--- src/rtl/seq_shift_add_multiplier.sv ---
// Iterative shift-and-add multiplier with signed/unsigned operands and valid/ready handshakes.
// Optional early termination on an exhausted multiplier: define SEQ_MULT_EARLY_TERM_EN.
module seq_shift_add_multiplier #(
  parameter int unsigned WIDTH          = 32,
  parameter int unsigned BITS_PER_CYCLE = 2
) (
  input  logic                 clk,
  input  logic                 rst,
  input  logic                 in_valid,
  output logic                 in_ready,
  input  logic [WIDTH-1:0]     multiplicand,
  input  logic [WIDTH-1:0]     multiplier,
  input  logic                 is_signed,
  output logic                 out_valid,
  input  logic                 out_ready,
  output logic [2*WIDTH-1:0]   product,
  output logic                 busy
);

  localparam int unsigned N     = WIDTH / BITS_PER_CYCLE;
  localparam int unsigned CNT_W = $clog2(N + 1);
  localparam int unsigned PW    = 2 * WIDTH;

  typedef enum logic [1:0] {
    IDLE,
    CALC,
    DONE
  } state_t;

  state_t           state_q, state_d;
  logic [PW-1:0]    acc_q, acc_d;
  logic [PW-1:0]    mcand_q, mcand_d;
  logic [PW-1:0]    product_q, product_d;
  logic [WIDTH-1:0] mplier_q, mplier_d;
  logic [CNT_W-1:0] cnt_q, cnt_d;
  logic             neg_q, neg_d;

  logic [PW-1:0]    partial;
  logic [PW-1:0]    acc_sum;
  logic [WIDTH-1:0] mplier_shift;
  logic [WIDTH-1:0] mag_a, mag_b;
  logic             last_step;

  // Signed operands are reduced to magnitudes; the sign is reapplied to the final sum.
  always_comb begin
    mag_a = multiplicand;
    mag_b = multiplier;
    if (is_signed && multiplicand[WIDTH-1]) mag_a = ~multiplicand + WIDTH'(1);
    if (is_signed && multiplier[WIDTH-1])   mag_b = ~multiplier + WIDTH'(1);
  end

  always_comb begin
    partial = '0;
    for (int unsigned i = 0; i < BITS_PER_CYCLE; i++) begin
      if (mplier_q[i]) partial = partial + (mcand_q << i);
    end
  end

  assign acc_sum      = acc_q + partial;
  assign mplier_shift = mplier_q >> BITS_PER_CYCLE;

`ifdef SEQ_MULT_EARLY_TERM_EN
  assign last_step = (cnt_q == CNT_W'(N - 1)) || (mplier_shift == '0);
`else
  assign last_step = (cnt_q == CNT_W'(N - 1));
`endif

  always_ff @(posedge clk or posedge rst) begin
    if (rst) begin
      state_q   <= IDLE;
      acc_q     <= '0;
      mcand_q   <= '0;
      mplier_q  <= '0;
      cnt_q     <= '0;
      neg_q     <= 1'b0;
      product_q <= '0;
    end else begin
      state_q   <= state_d;
      acc_q     <= acc_d;
      mcand_q   <= mcand_d;
      mplier_q  <= mplier_d;
      cnt_q     <= cnt_d;
      neg_q     <= neg_d;
      product_q <= product_d;
    end
  end

  always_comb begin
    state_d   = state_q;
    acc_d     = acc_q;
    mcand_d   = mcand_q;
    mplier_d  = mplier_q;
    cnt_d     = cnt_q;
    neg_d     = neg_q;
    product_d = product_q;
    unique case (state_q)
      IDLE: begin
        if (in_valid) begin
          acc_d    = '0;
          cnt_d    = '0;
          mcand_d  = PW'(mag_a);
          mplier_d = mag_b;
          neg_d    = is_signed & (multiplicand[WIDTH-1] ^ multiplier[WIDTH-1]);
          state_d  = CALC;
        end
      end
      CALC: begin
        acc_d    = acc_sum;
        mcand_d  = mcand_q << BITS_PER_CYCLE;
        mplier_d = mplier_shift;
        cnt_d    = cnt_q + CNT_W'(1);
        if (last_step) begin
          product_d = neg_q ? (~acc_sum + PW'(1)) : acc_sum;
          state_d   = DONE;
        end
      end
      DONE: begin
        if (out_ready) state_d = IDLE;
      end
      default: state_d = IDLE;
    endcase
  end

  assign in_ready  = (state_q == IDLE);
  assign out_valid = (state_q == DONE);
  assign busy      = (state_q != IDLE);
  assign product   = product_q;

endmodule

--- config.mk ---
export PLATFORM = sky130hd
export DESIGN_NAME = seq_shift_add_multiplier
export DESIGN_NICKNAME = d
export VERILOG_FILES = /design/src/rtl/seq_shift_add_multiplier.sv
export SDC_FILE = /design/constraint.sdc
export NUM_CORES = 1
export LEC_CHECK = 0
export BUFFER_PORTS_ARGS = -buffer_cell sky130_fd_sc_hd__buf_4
export CAP_MARGIN = 20
export CORE_MARGIN = 2
export CORE_UTILIZATION = 35
export DETAILED_ROUTE_END_ITERATION = 10
export PLACE_DENSITY = 0.55
export SLEW_MARGIN = 20
export SYNTH_ARGS = -nofsm -noshare
export SYNTH_HDL_FRONTEND = slang
export SYNTH_SLANG_ARGS = --single-unit
export TNS_END_PERCENT = 5
--- constraint.sdc ---
create_clock -name clk -period 10.15 [get_ports clk]
set_input_delay 2.03 -clock clk [delete_from_list [all_inputs] [get_ports clk]]
set_output_delay 2.03 -clock clk [all_outputs]
set_load 0.005 [all_outputs]
==> impl_results.md, run 1 <==
* Hold buffers post-CTS at 0
* Cells after synthesis at 2822
* Startpoint types: flip-flop
* Clock buffer depth at 3
* Critical path startpoint: mplier_q[0]
* Leakage power at 9.99 nW
* Die X at around 250 um
* Reg area at approximately 5800 sq um
* Routed Antenna Nets at 0
* RSZ-0062 raised after global routing: false
* Post-Synth Adder-Cell Area at under 10%
* P&R area growth vs syn at 11.2%
* Worst Tran Pin Value at 0.925 ns
* Die ar. at 63200 sq um
* Syn avg cell area at 7.60 sq um
* Final Slew Violations at 0
* # setup viols final at 0
* Share of cells above drive strength 1 at slightly below 10%
* Ys async rst share at 100%
* Clock Skews at 0.0329 ns
* Initial antenna violation count at 0
* Reg2reg start: mplier_q[0]
* Worst min-delay path category: reg2reg
* Post-synth top flop: dfrtp_1
* I/O pins at 136
* First-iteration detailed-routing DRC count at roughly 1600
* Synthesized area at 21400 sq um
* Final worst-path cycle share at 85.0%
* All-Layer GR Usage at 20.7%
* Register area share after synthesis at 27.1%
* Area of the multi-input gates at 14700 sq um
* Post-synth EDFFs at 0
* Fin nets at 2997
* Yosys reg bits at approximately 230
* Kind of critical path: reg2reg
* Most frequent cells in the layout: nand2_1 (436), o21ai_0 (341), dfrtp_1 (229), a21oi_1 (191), nor2_1 (158)
* Post-Syn Nets at between 3000 and 4000
* Port buffer count at 135
* Clk sinks at 232
* Via Count at 20800
* Postcts setup bufs at 0
* Drt first pass iters at 6
* Crit path required time at between 10 and 15 ns
* Largest net degree at the start of global routing at around 120
* Setup TNS at 0 ns
* Max-cap violations at 0
* Vias in the first global route at 19300
* Critical-path maximum fanout at 89
* Yosys Warn Count at 0
* Fillers at 6175
* Clk slew on worst S/H paths at 0.07 ns
* Row count at 90
* Initial Utilization at 35.5%
* Hold_sp: neg_q
* Clk_lat worst skew at 0.58 ns
* Die Span Y at 251 um
* RD Place Congestion at a little under 1
* Synth Area in Compound Gates at 28.3%
* Synth Area in Simple Gates at 22.4%
* Power per cell area at 400 nW/um^2
* DRC Markers at 0
* Xor and xnor area share after synthesis at 9.60%
* Mux share of post-synthesis cell area at 1.75%
* Per-cell routed wire length at 18.5 um
* H-tree Lvls at 1
* First-pass GRT wire length at between 100 and 150 mm
* Commonest non-fill, non-tap cell in the layout: nand2_1
* Library cells used by synthesis at 98
* CP Capture Type: flip-flop
* Post-CTS sizing at 0
* DRT Wirelength at 67.0 mm
* CTS tree: yes
* Core footprint at 60500 sq um
* Vias per cell at ~5.7
* Diodes inserted at 0
* Data arrival, critical path at 9.06 ns
* Min Tclk post-route at 8.63 ns
* Status: completed
* Peak supply drop at 0.142 mV
* Total grt overflow at 0
* Main combinational cell family by area after synthesis: compound AO/OA/AOI/OAI gates
* CTS root buf: clkbuf_16
* Utilization after layout at 39.4%
* Final hold vios at 0
* Worst slew margin at a little under two fifths
* TritonCTS Buffers at 28
* Post-DP HPWL at roughly 50 mm
* Fmax at between 100 and 150 MHz
-- routing by layer --
metal / GRT usage (%) / wire (um) / vias to the layer above
li1: - / - / 10200
met1: 31.3 / 33300 / 9852
met2: 31.1 / 28400 / 601
met3: 2.33 / 3900 / 88
met4: 4.85 / 1350 / 0
met5: 0 / 0 / -
-- worst max-delay path, stage by stage (launching register included) --
cell	delay (ns)
dfrtp_4	0.67
buf_4	0.73
nand2b_1	0.30
o32ai_1	0.29
nand3_1	0.10
a21boi_0	0.24
o21ai_0	0.23
a211oi_1	0.48
o2111ai_1	0.26
a21oi_1	0.30
a31o_2	0.22
a21oi_1	0.14
xnor2_1	0.16
mux2_2	0.30
ha_1	0.41
nand2_1	0.18
o21ai_1	0.17
a221o_1	0.43
a21oi_1	0.14
o21ai_0	0.15
or4_1	0.51
o21ai_0	0.39
nor2_1	0.09
o311ai_0	0.79
nand4b_1	0.18
o31ai_1	0.32
xnor2_1	0.17
o21ai_0	0.09
-- cell families (layout without fill, tap and decap cells) --
kind of cell	Yosys count	in the layout
compound gates	955	955
xor+xnor	235	235
fa+ha+maj	110	110
buf+inv	243	258
flops	232	232
mux	34	34
simple gates	1013	1013
-- final cells by class --
type | count | share of cell area (%)
inverters | 56 | 0.913
clock buffers | 38 | 3.31
multi-input cells | 2347 | 61.8
clock inverters | 11 | 0.583
well taps | 782 | 4.10
flip-flops and latches | 232 | 24.4
repair buffers | 153 | 4.87
-- path summary, 6_finish.rpt --
check | to | slack, ns | depth (start not counted)
min in group asynchronous | mcand_q[4] | 1.62 | 2
min | neg_q | 0.47 | 2
max | product[63] | 1.52 | 27
max reg2reg | product[63] | 1.52 | 27
min reg2reg | neg_q | 0.47 | 2
max in group asynchronous | neg_q | 6.95 | 3
-- per-stage QoR --
step           instances  hold slack, ns  worst slack [ns]  area (sq um)  power [mW]
2_1_floorplan       2822           0.449              1.31         21400        6.59
3_3_place_gp        3569           0.463              1.92         22900        8.31
3_5_place_dp        3569           0.462              1.62         22900        8.38
4_1_cts             3618           0.475              1.57         23800        9.47
5_1_grt             3619           0.485             0.759         23800        10.4
6_report            3619           0.472              1.52         23800        9.53
-- synth_stat cells (21+ instances only) --
library cell / number / area [sq um]
a22o_1: 24 / 210
a21oi_1: 191 / 956
a21o_1: 50 / 375
nand4_1: 30 / 188
a31oi_1: 21 / 131
inv_1: 55 / 206
nor2_1: 159 / 597
nand3_1: 91 / 455
clkbuf_1: 164 / 616
nor3_1: 56 / 280
and2_1: 49 / 307
o21ai_0: 341 / 1710
ha_1: 108 / 1350
nand2_1: 438 / 1640
nor4_1: 22 / 138
nand2b_1: 31 / 194
a22oi_1: 75 / 563
dfrtp_1: 232 / 5810
nor2b_1: 21 / 131
or3_1: 24 / 150
xor2_1: 107 / 937
mux2_2: 27 / 304
xnor2_1: 128 / 1120
o31ai_1: 34 / 255
-- sequential cells by signal (all words and copies together) (netlist names) --
name,count
mplier_q,32
acc_q,64
neg_q,1
state_q,2
cnt_q,5
product,64
mcand_q,64
-- power by group --
group,internal [mW],switching (mW),total [mW]
Clock,0.617,0.429,1.05
Sequential,1.34,0.537,1.88
Combinational,2.48,4.13,6.60
Total,4.44,5.09,9.53
Note: power is estimated with default switching activity, not from simulation.
==> inputs of run 2 (changes only) <==
==> constraint.sdc (replaced) <==
create_clock -name clk -period 8 [get_ports clk]
set_input_delay 1.6 -clock clk [delete_from_list [all_inputs] [get_ports clk]]
set_output_delay 1.6 -clock clk [all_outputs]
set_load 0.005 [all_outputs]
==> run 2 against run 1 <==
  * Routed wire length increased by 2.8%
  * Sequential share of layout area decreased by 0.48 points
  * Cell count increased by 0.94%
==> impl_results.md, run 2 (synthesis results as in run 1) <==
* Status: completed
* Worst hold path depth at 2 (unchanged)
* I/O pins at 136 (unchanged)
* CP Capture Type: flip-flop
* Data arrival, critical path at 7.96 ns (-1.10 ns)
* H-tree Lvls at 1 (unchanged)
* Drt first pass iters at 6 (unchanged)
* Peak supply drop at 0.181 mV (+27%)
* Power per cell area at 521 nW/um^2 (+30%)
* Reg2reg setup slack at 0.49 ns (-1.03 ns)
* Clk_lat worst skew at 0.58 ns (about the same)
* Crit path required time at 8.45 ns (-2.13 ns)
* Clock buffer depth at 3 (unchanged)
* Initial Utilization at 35.5% (unchanged)
* Via Count at 20800 (+0.029%)
* Hold_sp: product[36]
* Worst setup margin at 0.490 ns (-1.03 ns)
* TritonCTS Buffers at 29 (+3.6%)
* Total grt overflow at 0 (unchanged)
* Bufs and invs on worst path at 4 (+3)
* Initial antenna violation count at 0 (unchanged)
* Critical-path maximum fanout at 6 (-93%)
* Hold_ws at 0.477 ns (+0.00536 ns)
* Routed Antenna Nets at 0 (unchanged)
* Vias in the first global route at 19500 (+0.98%)
* Per-cell routed wire length at 18.9 um (+1.8%)
* Reg2reg start: mplier_q[0]
* Max-cap violations at 0 (unchanged)
* Min Tclk post-route at 7.51 ns (-1.12 ns)
* Port buffer count at 135 (unchanged)
* DRT Wirelength at 68.9 mm (+2.8%)
* Post-Place Setup Slack at 0.128 ns (-1.49 ns)
* Clock Skews at 0.0144 ns (-0.0185 ns)
* Leakage power at 10.2 nW (+2.3%)
* Worst slew margin at 30.6% (-7.3 points)
* CTS root buf: clkbuf_16
* Hold buffers post-CTS at 0 (unchanged)
* CTS tree: yes
* Most frequent cells in the layout: nand2_1 (436), o21ai_0 (338), dfrtp_1 (229), a21oi_1 (187), buf_4 (183)
* Largest net degree at the start of global routing at 134 (+17%)
* Final Slew Violations at 0 (unchanged)
* Diodes inserted at 0 (unchanged)
* Startpoint types: flip-flop
* Fin nets at 3031 (+1.1%)
* Worst min-delay path category: reg2reg
* Die X at 251 um (unchanged)
* Final hold vios at 0 (unchanged)
* Clk sinks at 232 (unchanged)
* DRC Markers at 0 (unchanged)
* Fmax at 133 MHz (+15%)
* Reg-to-Reg End: product[60]
* CP max-delay cell: or3b_2
* Kind of critical path: reg2reg
* Hold Path Sink: product[36]
* Slowest stage delay, CP at 0.50 ns (-0.29 ns)
* Die Span Y at 251 um (unchanged)
* Final worst-path cycle share at 93.9% (+8.9 points)
* Die ar. at 63200 sq um (unchanged)
* DP Area at 23200 sq um (+1.2%)
* Core footprint at 60500 sq um (unchanged)
* Commonest non-fill, non-tap cell in the layout: nand2_1
* Utilization after layout at 40.2% (+0.78 points)
* CP top delay family: compound AO/OA/AOI/OAI gates
* RD Place Congestion at 0.909 (-7.1%)
* Share of cells above drive strength 1 at 11.8% (+1.9 points)
* Final Total Pwr at 12.7 mW (+33%)
* Row count at 90 (unchanged)
* Post-DP HPWL at 51.4 mm (+2.4%)
* Vias per cell at 5.69 (-0.90%)
* All-Layer GR Usage at 21.1% (+0.47 points)
* Clk slew on worst S/H paths at 0.07 ns (about the same)
* P&R area growth vs syn at 13.4%
* Reg2Reg Depth at 32 (+19%)
* First-pass GRT wire length at 109 mm (+1.7%)
* Design area at 24300 sq um (+2.0%)
* Worst Tran Pin Value at 1.04 ns (+0.115 ns)
* First-iteration detailed-routing DRC count at 1760 (+10%)
* # setup viols final at 0 (unchanged)
[run 2: cell types whose count changed in the layout (fill, tap and decap cells not counted), moves of 3 or more]
cell	previous run	this run
o21ai_0	341	338
nor4_1	22	19
a21oi_1	191	187
a21oi_2	1	4
o21ai_1	16	19
buf_4	152	183
[run 2: stage by stage]
step | TNS [ns] | instances
3_5_place_dp | 0 | 3602
6_report | 0 | 3653
3_3_place_gp | 0 | 3601
4_1_cts | 0 | 3652
2_1_floorplan | -0.0997 | 2822
5_1_grt | -0.00756 | 3653
[run 2: worst max-delay path by stage]
| stage | startpoint | to | cells past startpoint |
|---|---|---|---|
| 5_1_grt | mcand_q[1] | product[61] | 31 |
| 3_5_place_dp | mplier_q[0] | product[61] | 27 |
| 3_3_place_gp | mplier_q[0] | product[60] | 26 |
| 2_1_floorplan | mplier_q[0] | product[61] | 39 |
| 4_1_cts | mplier_q[0] | product[61] | 27 |
| 6_report | mplier_q[0] | product[60] | 32 |
[run 2: metal layers]
metal / global-route usage (%) / vias up / part of all wire, %
met5: 0 / - / 0
met4: 4.29 / 0 / 1.6
met3: 2.34 / 61 / 5.0
met2: 31.6 / 537 / 42
met1: 32.5 / 9891 / 51
li1: - / 10300 / -
[run 2: layout make-up]
cell class / count / area [sq um]
Fill cell: 6191 / 36200
Clock inverter: 12 / 176
Multi-Input combinational cell: 2347 / 14900
Timing Repair Buffer: 186 / 1420
Inverter: 56 / 218
Sequential cell: 232 / 5810
Clock buffer: 38 / 810
Tap cell: 782 / 978
[run 2: power by group]
group | switching (mW) | total (mW) | internal (mW)
Combinational | 5.50 | 8.93 | 3.43
Clock | 0.555 | 1.39 | 0.836
Sequential | 0.634 | 2.34 | 1.70
[run 2: tightest hold or removal path, stage by stage, from the launching register on]
cell     delay (ns)
dfrtp_1        0.34
nand2_1        0.05
o21ai_0        0.06
[run 2: timing repair]
item | CTS | global route
resized for setup | 0 | 29
setup buffers | 0 | 1
setup endpoints to repair | 0 | 17
==> inputs of run 3 (changes only) <==
--- a/config.mk
+++ b/config.mk
@@ -10,6 +10,7 @@
 export CORE_MARGIN = 2
 export CORE_UTILIZATION = 35
 export DETAILED_ROUTE_END_ITERATION = 10
+export MAX_ROUTING_LAYER = met4
 export PLACE_DENSITY = 0.55
 export SLEW_MARGIN = 20
 export SYNTH_ARGS = -nofsm -noshare
==> run 3 against run 2 <==
  * First-iteration DRC count rose by 4.9%
  * Power fell by 0.56%
  * Clock skew rose by 0.011 ns
  * Clock-buffer cell count rose by 2
  * Sequential share of layout area rose by 0.096 points
  * Routed wire length fell by 0.58%
  * Largest power group unchanged
==> impl_results.md, run 3 (synthesis results as in run 1) <==
* Status: completed
* H-tree Lvls at 1 (unchanged)
* Fmax at 135 MHz (+1.0%)
* Clk slew on worst S/H paths at 0.06 ns (about the same)
* M1 GR Usage at 32.8% (+0.28 points)
* TritonCTS Buffers at 29 (unchanged)
* I/O pins at 136 (unchanged)
* Final hold vios at 0 (unchanged)
* Die X at 251 um (unchanged)
* Initial Utilization at 35.5% (unchanged)
* Total grt overflow at 0 (unchanged)
* Initial antenna violation count at 0 (unchanged)
* Commonest non-fill, non-tap cell in the layout: nand2_1
* Worst Tran Pin Value at 1.01 ns (-0.0279 ns)
* Largest net degree at the start of global routing at 132 (-1.5%)
* Area of the multi-input gates at 14800 sq um (-0.48%)
* Post-Place Setup Slack at 0.321 ns (+0.193 ns)
* Routed Antenna Nets at 0 (unchanged)
* Worst min-delay path category: reg2reg
* Hold_ws at 0.474 ns (-0.00282 ns)
* Clk sinks at 232 (unchanged)
* Power per cell area at 520 nW/um^2 (-0.16%)
* Most frequent cells in the layout: nand2_1 (436), o21ai_0 (337), dfrtp_1 (229), a21oi_1 (189), buf_4 (177)
* DRT Wirelength at 68.5 mm (-0.58%)
* Worst slew margin at 32.5% (+1.9 points)
* Clock buffer depth at 3 (unchanged)
* All-Layer GR Usage at 21.8% (+0.71 points)
* Clk_lat worst skew at 0.59 ns (about the same)
* Diodes inserted at 0 (unchanged)
* CP Capture Type: flip-flop
* Global routing usage on met3 at 2.52% (+0.18 points)
* CTS tree: yes
* Data arrival, critical path at 7.89 ns (-0.07 ns)
* Final worst-path cycle share at 92.9% (-0.96 points)
* # setup viols final at 0 (unchanged)
* Die Span Y at 251 um (unchanged)
* Critical-path maximum fanout at 127 (+121)
* Row count at 90 (unchanged)
* Peak supply drop at 0.180 mV (-0.61%)
* First-iteration detailed-routing DRC count at 1847 (+4.9%)
* P&R area growth vs syn at 12.9%
* Clock Skews at 0.0252 ns (+0.0108 ns)
* Postcts setup bufs at 0 (unchanged)
* Gr busiest metal: met1
* Crit path required time at 8.46 ns (about the same)
* Per-cell routed wire length at 18.8 um (-0.47%)
* Fillers at 6111 (-1.3%)
* Kind of critical path: reg2reg
* Leakage power at 10.2 nW (-0.51%)
* DRC Markers at 0 (unchanged)
* Max-cap violations at 0 (unchanged)
* Vias per cell at 5.74 (+0.89%)
* First-pass GRT wire length at 110 mm (+0.79%)
* Hold buffers post-CTS at 0 (unchanged)
* Post-DP HPWL at 51.2 mm (-0.32%)
* Port buffer count at 135 (unchanged)
* Min Tclk post-route at 7.43 ns (-0.0764 ns)
* Vias in the first global route at 19700 (+0.71%)
* Final Slew Violations at 0 (unchanged)
* CTS root buf: clkbuf_16
* CP max-delay cell: o41ai_2
* Startpoint types: flip-flop
* Drt first pass iters at 8 (+2)
* Slowest stage delay, CP at 0.45 ns (-0.05 ns)
* Fin nets at 3024 (-0.23%)
* Worst setup margin at 0.567 ns (+0.0764 ns)
* RSZ-0062 raised after global routing: false
* Core footprint at 60500 sq um (unchanged)
* GR Util met2 at 31.7% (+0.071 points)
* Share of cells above drive strength 1 at 11.5% (-0.30 points)
* Die ar. at 63200 sq um (unchanged)
* Cell mode on critical path: a22oi_1
* Via Count at 20900 (+0.78%)
* Reg area at 5810 sq um (unchanged)
* RD Place Congestion at 0.935 (+2.9%)
* Setup TNS at 0 ns (unchanged)
==> run 3: timing repair <==
action                                  4_1_cts  5_1_grt
hold endpoints to repair                      0        0
resized for setup                             0       18
endpoints found under the setup margin        0       13
==> run 3: final cells by class <==
| type | instances | share of cell area [%] |
|---|---|---|
| tap | 782 | 4.04 |
| clock inverter | 13 | 0.708 |
| timing repair buffer | 179 | 5.65 |
| sequential | 232 | 24.0 |
| multi-input combinational | 2347 | 61.2 |
| inverter | 56 | 0.899 |
| clock buffer | 40 | 3.46 |
==> run 3: final timing paths <==
check / startpoint / endpoint / slack, ns / cells after the start
worst min-delay path: neg_q / neg_q / 0.47 / 2
max in group asynchronous: rst / product[63] / 5.66 / 3
min in group asynchronous: rst / mcand_q[4] / 1.11 / 2
worst max register to register: mplier_q[0] / product[60] / 0.57 / 28
worst max-delay path: mplier_q[0] / product[60] / 0.57 / 28
worst min register to register: neg_q / neg_q / 0.47 / 2
==> run 3: critical path, delay by kind of cell, from the launching register on <==
kind,cells,cell delay (ns)
xor+xnor,3,0.62
flops,1,0.44
mux,1,0.31
fa+ha+maj,1,0.38
simple gates,6,1.25
compound gates,15,3.73
buf+inv,2,0.56
==> run 3: report_power, final <==
group / internal (mW) / total (mW) / switching, mW
clock network: 0.830 / 1.40 / 0.574
logic: 3.38 / 8.82 / 5.45
registers: 1.70 / 2.36 / 0.657
total: 5.91 / 12.6 / 6.68
==> run 3: stage by stage <==
| step | utilization [%] | area [sq um] | power [mW] | cells |
|---|---|---|---|---|
| detailed placement | 38.2 | 23100 | 11.0 | 3596 |
| global route | 40.0 | 24200 | 13.7 | 3649 |
| finish | 40.0 | 24200 | 12.6 | 3649 |
| global placement | 38.2 | 23100 | 10.9 | 3596 |
| CTS | 39.9 | 24100 | 12.5 | 3649 |
| floorplan | - | 21400 | 8.36 | 2822 |
==> run 3: layer usage <==
| metal | vias up | part of all wire, % |
|---|---|---|
| li1 | 10300 | - |
| met1 | 10000 | 51 |
| met2 | 584 | 42 |
| met3 | 59 | 5.6 |
| met4 | 0 | 1.3 |
| met5 | - | 0 |
